`src/rtl/axis_packet_demux.sv`:
```
// AXI-Stream packet demux: decodes the header index of each packet and steers the whole packet to one port.
// Optional per-port forwarded-packet counters are enabled by defining AXIS_DEMUX_STATS_EN.
module axis_packet_demux #(
  parameter int DATA_WIDTH      = 32,
  parameter int USER_WIDTH      = 1,
  parameter int NUM_DESTS       = 4,
  parameter int MAGIC_WIDTH     = 16,
  parameter int MAGIC_START_BIT = 16,
  parameter int INDEX_WIDTH     = 5,
  parameter int INDEX_START_BIT = 10,
  parameter int INDEX_PER_DEST  = 4,
  parameter logic [MAGIC_WIDTH-1:0] EXPECTED_MAGIC = 16'hB6CF
) (
  input  logic                    clk,
  input  logic                    arst_n,
  input  logic                    s_tvalid,
  output logic                    s_tready,
  input  logic                    s_tlast,
  input  logic [DATA_WIDTH-1:0]   s_tdata,
  input  logic [USER_WIDTH-1:0]   s_tuser,
  output logic [NUM_DESTS-1:0]    m_tvalid,
  input  logic [NUM_DESTS-1:0]    m_tready,
  output logic                    m_tlast,
  output logic [DATA_WIDTH-1:0]   m_tdata,
  output logic [USER_WIDTH-1:0]   m_tuser,
  output logic [15:0]             dropCount,
  output logic [16*NUM_DESTS-1:0] pktCount
);

  localparam int IDX_SHIFT = $clog2(INDEX_PER_DEST);
  localparam int SEL_WIDTH = $clog2(NUM_DESTS);

  typedef enum logic [1:0] {IDLE, FWD, DROP} state_t;

  state_t                 state_reg, state_next;
  logic [SEL_WIDTH-1:0]   sel_reg, sel_next;
  logic                   run_reg;
  logic [NUM_DESTS-1:0]   valid_reg;
  logic [DATA_WIDTH-1:0]  data_reg;
  logic [USER_WIDTH-1:0]  user_reg;
  logic                   last_reg;
  logic [15:0]            drop_reg;

  logic [MAGIC_WIDTH-1:0] hdr_magic;
  logic [INDEX_WIDTH-1:0] hdr_index;
  logic [INDEX_WIDTH-1:0] hdr_dest;
  logic [SEL_WIDTH-1:0]   hdr_sel;
  logic                   hdr_ok;
  logic                   can_load;
  logic                   ready;
  logic                   accept;
  logic                   fwd;
  logic [SEL_WIDTH-1:0]   fwd_sel;
  logic                   drop_inc;
  logic                   pkt_inc;
  logic [SEL_WIDTH-1:0]   pkt_sel;

  assign hdr_magic = s_tdata[MAGIC_START_BIT +: MAGIC_WIDTH];
  assign hdr_index = s_tdata[INDEX_START_BIT +: INDEX_WIDTH];
  assign hdr_dest  = hdr_index >> IDX_SHIFT;
  assign hdr_sel   = SEL_WIDTH'(hdr_dest);
  assign hdr_ok    = (hdr_magic == EXPECTED_MAGIC) && (int'(hdr_dest) < NUM_DESTS);

  // The shared output register can take a new word when empty or when its held word leaves this cycle.
  assign can_load = !(|valid_reg) || (|(valid_reg & m_tready));
  assign s_tready = ready & run_reg;
  assign accept   = s_tvalid & s_tready;

  always_comb begin
    state_next = state_reg;
    sel_next   = sel_reg;
    ready      = 1'b0;
    fwd        = 1'b0;
    fwd_sel    = sel_reg;
    drop_inc   = 1'b0;
    pkt_inc    = 1'b0;
    pkt_sel    = sel_reg;
    case (state_reg)
      IDLE: begin
        ready = can_load;
        if (accept) begin
          if (hdr_ok) begin
            fwd      = 1'b1;
            fwd_sel  = hdr_sel;
            sel_next = hdr_sel;
            if (s_tlast) begin
              pkt_inc = 1'b1;
              pkt_sel = hdr_sel;
            end else begin
              state_next = FWD;
            end
          end else if (s_tlast) begin
            drop_inc = 1'b1;
          end else begin
            state_next = DROP;
          end
        end
      end
      FWD: begin
        ready = can_load;
        if (accept) begin
          fwd = 1'b1;
          if (s_tlast) begin
            pkt_inc    = 1'b1;
            state_next = IDLE;
          end
        end
      end
      DROP: begin
        ready = 1'b1;
        if (accept && s_tlast) begin
          drop_inc   = 1'b1;
          state_next = IDLE;
        end
      end
      default: state_next = IDLE;
    endcase
  end

  always_ff @(posedge clk or negedge arst_n) begin
    if (!arst_n) begin
      state_reg <= IDLE;
      sel_reg   <= '0;
      run_reg   <= 1'b0;
    end else begin
      state_reg <= state_next;
      sel_reg   <= sel_next;
      run_reg   <= 1'b1;
    end
  end

  // Data fields are only rewritten on a load, so they hold steady while a stalled word waits.
  always_ff @(posedge clk or negedge arst_n) begin
    if (!arst_n) begin
      valid_reg <= '0;
      data_reg  <= '0;
      user_reg  <= '0;
      last_reg  <= 1'b0;
    end else if (fwd) begin
      valid_reg <= NUM_DESTS'(1) << fwd_sel;
      data_reg  <= s_tdata;
      user_reg  <= s_tuser;
      last_reg  <= s_tlast;
    end else if (|(valid_reg & m_tready)) begin
      valid_reg <= '0;
    end
  end

  always_ff @(posedge clk or negedge arst_n) begin
    if (!arst_n) begin
      drop_reg <= '0;
    end else if (drop_inc && drop_reg != 16'hFFFF) begin
      drop_reg <= drop_reg + 16'd1;
    end
  end

  assign m_tvalid  = valid_reg;
  assign m_tdata   = data_reg;
  assign m_tuser   = user_reg;
  assign m_tlast   = last_reg;
  assign dropCount = drop_reg;

`ifdef AXIS_DEMUX_STATS_EN
  generate
    for (genvar gi = 0; gi < NUM_DESTS; gi++) begin : g_pkt_cnt
      logic [15:0] cnt_reg;
      always_ff @(posedge clk or negedge arst_n) begin
        if (!arst_n) begin
          cnt_reg <= '0;
        end else if (pkt_inc && pkt_sel == SEL_WIDTH'(gi) && cnt_reg != 16'hFFFF) begin
          cnt_reg <= cnt_reg + 16'd1;
        end
      end
      assign pktCount[gi*16 +: 16] = cnt_reg;
    end
  endgenerate
`else
  logic stats_unused;
  assign stats_unused = pkt_inc ^ (^pkt_sel);
  assign pktCount     = '0;
`endif

endmodule
```
`config.mk`:
```
export PLATFORM = sky130hd
export DESIGN_NAME = axis_packet_demux
export DESIGN_NICKNAME = d
export VERILOG_FILES = /design/src/rtl/axis_packet_demux.sv
export SDC_FILE = /design/constraint.sdc
export NUM_CORES = 1
export LEC_CHECK = 0
export CAP_MARGIN = 10
export CORE_MARGIN = 2
export CORE_UTILIZATION = 41
export DETAILED_ROUTE_END_ITERATION = 10
export PLACE_DENSITY = 0.81
export SLEW_MARGIN = 10
export SYNTH_ARGS = -nofsm -noshare
export SYNTH_HDL_FRONTEND = slang
export SYNTH_SLANG_ARGS = --single-unit
```
`constraint.sdc`:
```
create_clock -name clk -period 2.5 [get_ports clk]
set_clock_uncertainty 0.15 [all_clocks]
set_input_delay 0.375 -clock clk [delete_from_list [all_inputs] [get_ports clk]]
set_output_delay 0.375 -clock clk [all_outputs]
set_load 0.005 [all_outputs]
```
=== After elaboration in Yosys (flattened, before gate mapping) ===
Index checks and enable logic that the tools add are counted.

* Bits of input ports: 41
* Output and inout port bits: 119
* Register bits: 59
* Word-level logic and storage cells: 57

* $lt $le $gt $ge: 1
* Shifts and indexed selects: 1
* Add/subtract/negate cells: 1
* Bitwise gates (word level): 3
* Reduce and logical (&&, ||, !) cells: 11
* Multiplexer cells: 23
* Equality and inequality tests: 9

{| class="wikitable"
|+ Operator list
! cell !! count
|-
| $mux W2 || 10
|-
| $add A16 B1 Y16 const B || 1
|-
| $eq A16 B16 Y1 const B || 1
|-
| $ne A16 B16 Y1 const B || 1
|-
| $ne A2 B2 Y1 const B || 5
|-
| $mux W4 || 2
|-
| $reduce_or A4 Y1 || 2
|-
| $mux W1 || 7
|-
| $pmux W1 S2 || 3
|-
| $pmux W2 S3 || 1
|-
| $reduce_and A5 Y1 || 1
|-
| $and A4 B4 Y4 || 1
|-
| $shl A1 B2 Y4 const A || 1
|-
| $logic_and A1 B1 Y1 || 3
|-
| $lt A3 B3 Y1 const B || 1
|-
| $and A1 B1 Y1 || 2
|-
| $eq A2 B1 Y1 const B || 1
|-
| $eq A2 B2 Y1 const B || 1
|-
| $logic_not A2 Y1 || 1
|-
| $reduce_bool A2 Y1 || 1
|-
| $reduce_or A2 Y1 || 1
|-
| $logic_not A1 Y1 || 1
|-
| $logic_or A1 B1 Y1 || 1
|}

=== Depth between registers and ports, before layout ===
Gate-level depths: netlist (run 1).

* Word-level depth: 10
* Depth in mapped cells: 7
* Gate-level depth less buffers: 5

=== Worst setup path before layout (run 1) ===
OpenSTA, ideal clock, no wires.

* Kind: input -> register
* From: input port s_tdata[20]
* To: register data_reg[18] (netlist: m_tdata[18])
* Required time: 2,225 ps
* Cell stages on the path: 7
* Arrival time: 1,919 ps
* Library setup time: 125 ps
* Buffers on the path: 2
* Slack: 306 ps
* Path through: or4b_4 nor3_2 and2_2 o2111ai_2 buf_6 buf_6 mux2_4

* Cells in the longest elaborated chain, start to end: 5

{| class="wikitable"
|+ RTL lines
! item !! RTL line !! RTL
|-
| start, declared || 19 || <nowiki>input logic [DATA_WIDTH-1:0] s_tdata,</nowiki>
|-
| $eq A16 B16 Y1 || 62 || <nowiki>assign hdr_ok = (hdr_magic == EXPECTED_MAGIC) && (int'(hdr_dest) < NUM_DESTS);</nowiki>
|-
| $logic_and A1 B1 Y1 || 62 ||
|-
| $mux W1 || 82 || <nowiki>if (hdr_ok) begin</nowiki>
|-
| $mux W1 || 81 || <nowiki>if (accept) begin</nowiki>
|-
| $pmux W1 S2 || 78 || <nowiki>case (state_reg)</nowiki>
|-
| end signal, assigned || 141 || <nowiki>data_reg <= s_tdata;</nowiki>
|-
| end, declared || 39 || <nowiki>logic [DATA_WIDTH-1:0] data_reg;</nowiki>
|}

Every way passes these cells.
A chain may end at the register's enable or synchronous reset.

=== Worst setup path in the final report (run 1) ===
* From: input port s_tdata[20]
* To: register sel_reg[1]

* Cells in the longest elaborated chain, start to end: 5

{| class="wikitable"
|+ RTL lines
! item !! RTL line !! RTL
|-
| $eq A16 B16 Y1 || 62 ||
|-
| $logic_and A1 B1 Y1 || 62 ||
|-
| $mux W2 (3 in a row) || -- ||
|-
| named net fwd_sel[1] || 53 || <nowiki>logic [SEL_WIDTH-1:0] fwd_sel;</nowiki>
|-
| end signal, assigned || 127 || <nowiki>sel_reg <= sel_next;</nowiki>
|-
| end, declared || 36 || <nowiki>logic [SEL_WIDTH-1:0] sel_reg, sel_next;</nowiki>
|}

The timed path passes the listed nets, and every way through them passes these cells.

==> out/metrics.yaml, run 1 <==
final_util: 0.572
path_depth: 6
syn_area_per_cell_um2: 11.7
max_stage_delay_ns: 0.57
grt_util_all_layers: 0.167
required_ns: 2.57
status: "finished, final reports clean"
final_cell_mix: "93 x clkdlybuf4s50_1, 65 x conb_1, 59 x dfrtp_1, 21 x mux2_2, 16 x mux2_4"
antenna_found_initial: 0
design_area_um2: 4400
synth-seq-cells: 59
gp_congestion: 0.772
die_w_um: 92.9
synth_area_um2: 3240
routedWlPerCell_um: 13.8
io_buffer_count: 95
area_growth_syn_to_layout_pct: 35.8
layout.nets: 433
whs_path_depth: 1
grt_pass1_vias: 2285
fmax_mhz: 425
drv_slew: 0
wirelength_um: 6870
preCtsSetupSlack_ns: -0.205
clockRootBuffer: "clkbuf_8"
drive_gt1_frac: 0.194
slowest_stage: "or4b_4"
cap_violations: 0
r2r.worst_path.cells: 7
largest_reg_flops: 32
critical_path.max_fanout: 3
dp_hpwl_um: 5120
arrival_ns: 2.42
async_reset_ff_frac: 1.00
ys_warn_count: 0
setup_tns_ns: 0
setup_viol: 0
drc: 0
synth_cells: 278
peakVddDrop_v: 0.000304
drt_pass1_iterations: 4
cts-buffers-inserted: 9
grt_max_degree: 31
ys_types: 41
placedCellCount: 479
multi_input_area_um2: 1470
grt_overflow: 0
clk_pin_slew_ns: 0.07
crit_family: "simple AND/OR/NAND/NOR gates"
drtIter0Drc: 155
vias: 2289
seq_area_um2: 1480
insertedDiodeCount: 0
grt_pass1_wl_um: 11400
leakage_nw: 2.05
fin_crit_sh: 0.941
synth_edf_count: 0
ant_nets: 0
ys.flop_type: "dfrtp_1"
final_cells: 498
vias_per_cell: 4.60
start_kind: "input port"
cts_num_sinks: 59
place_area_um2: 4130
ys_seq_area_frac: 0.456
cts.path.max_buffers: 2
dieArea_um2: 8630
n_fill_cell: 645
fp.dieH_um: 92.9
io_pins: 160
final_common_cell: "clkdlybuf4s50_1"
setup_slack_ns: 0.146
rows: 32
crit_type: "in -> reg"
htreeDepth: 3
path_buf_inv: 1
path_cells: "clkdlybuf4s50_1 -> or4b_4 -> or3_1 -> nor4_1 -> nand4b_1 -> mux2_2"
cellPowerDensity_nw_per_um2: 552
worstHoldPathType: "reg -> reg"
period_needed_ns: 2.35
rsz0062_at_grt: "no"
core_um2: 7690
clk_latency_ns: 0.34
end_kind: "register"
cts_tree: "built"
final-hold-violation-count: 0
initial_core_util: 0.421
kinds of logic after synthesis:
logic type | after synthesis | share of synthesized area
simple gates | 75 | 0.144
buf+inv | 74 | 0.168
flops | 59 | 0.456
mux | 37 | 0.147
compound gates | 15 | 0.0379
xor+xnor | 15 | 0.0406
other cells | 2 | 0.00232
fa+ha+maj | 1 | 0.00386
report_power, final:
group	internal, W	switching (W)	total, W
clock	0.000687	0.000380	0.00107
sequential	0.000995	0.0000474	0.00104
combinational	0.000173	0.000146	0.000319
per-stage QoR:
stage / hold slack (ns) / total power, W
floorplan: -0.0706 / 0.00125
global placement: 0.221 / 0.00137
detailed placement: 0.225 / 0.00138
CTS: 0.335 / 0.00245
global route: 0.364 / 0.00253
finish: 0.335 / 0.00243
worst register-to-register path: stages, from the launching register on:
cell	delay, ns
dfrtp_1	0.37
buf_4	0.14
a22oi_1	0.30
nand4_2	0.17
buf_4	0.20
o2111ai_4	0.09
buf_12	0.25
mux2_2	0.38
cell usage after synthesis (4+ instances only):
library cell  number  area share
nand3_1            7       0.011
mux2_2            21       0.073
and3_1             8       0.015
nand4_1           10       0.019
dfrtp_1           59        0.46
o21ai_0            4      0.0062
buf_4             65        0.15
mux2_4            16       0.074
xnor2_1           15       0.041
and2_1             4      0.0077
nand2_1           12       0.014
nor2_1             7      0.0081
a31oi_1            4      0.0077
per-layer routing:
layer,vias up,global-route usage,routed length [um]
met1,1113,0.209,2840
met2,97,0.266,3330
met5,-,0,0
met4,0,0.0637,102
li1,1069,-,-
met3,10,0.0570,596
final timing paths:
kind / startpoint / slack (ns) / to
worst min-delay path: state_reg[1] / 0.34 / state_reg[0]
worst min register to register: state_reg[1] / 0.34 / state_reg[0]
worst max register to register: m_tvalid[0] / 0.33 / m_tdata[7]
max in group asynchronous: arst_n / 1.16 / dropCount[1]
min in group asynchronous: arst_n / 0.38 / dropCount[14]
worst max-delay path: s_tdata[20] / 0.15 / sel_reg[1]
what timing repair did:
item,in CTS,in global routing
endpoints found under the setup margin,1,0
resized for setup,1,0
buffers inserted,2,0
hold buffers,1,0
hold endpoints to repair,20,0
layout make-up:
type	count	share of cell area
flip-flops and latches	59	0.336
well taps	102	0.0290
multi-input cells	208	0.333
inverters	2	0.00171
repair buffers	111	0.246
clock inverters	5	0.0228
clock buffers	11	0.0321
(Power assumes the default switching activity.)
==> inputs of run 2 (changes only) <==
Settings changed: SETUP_SLACK_MARGIN set to 0.02.
==> results of run 2 <==
Same layout as run 1: the final DEF is identical, and so are final timing and power.
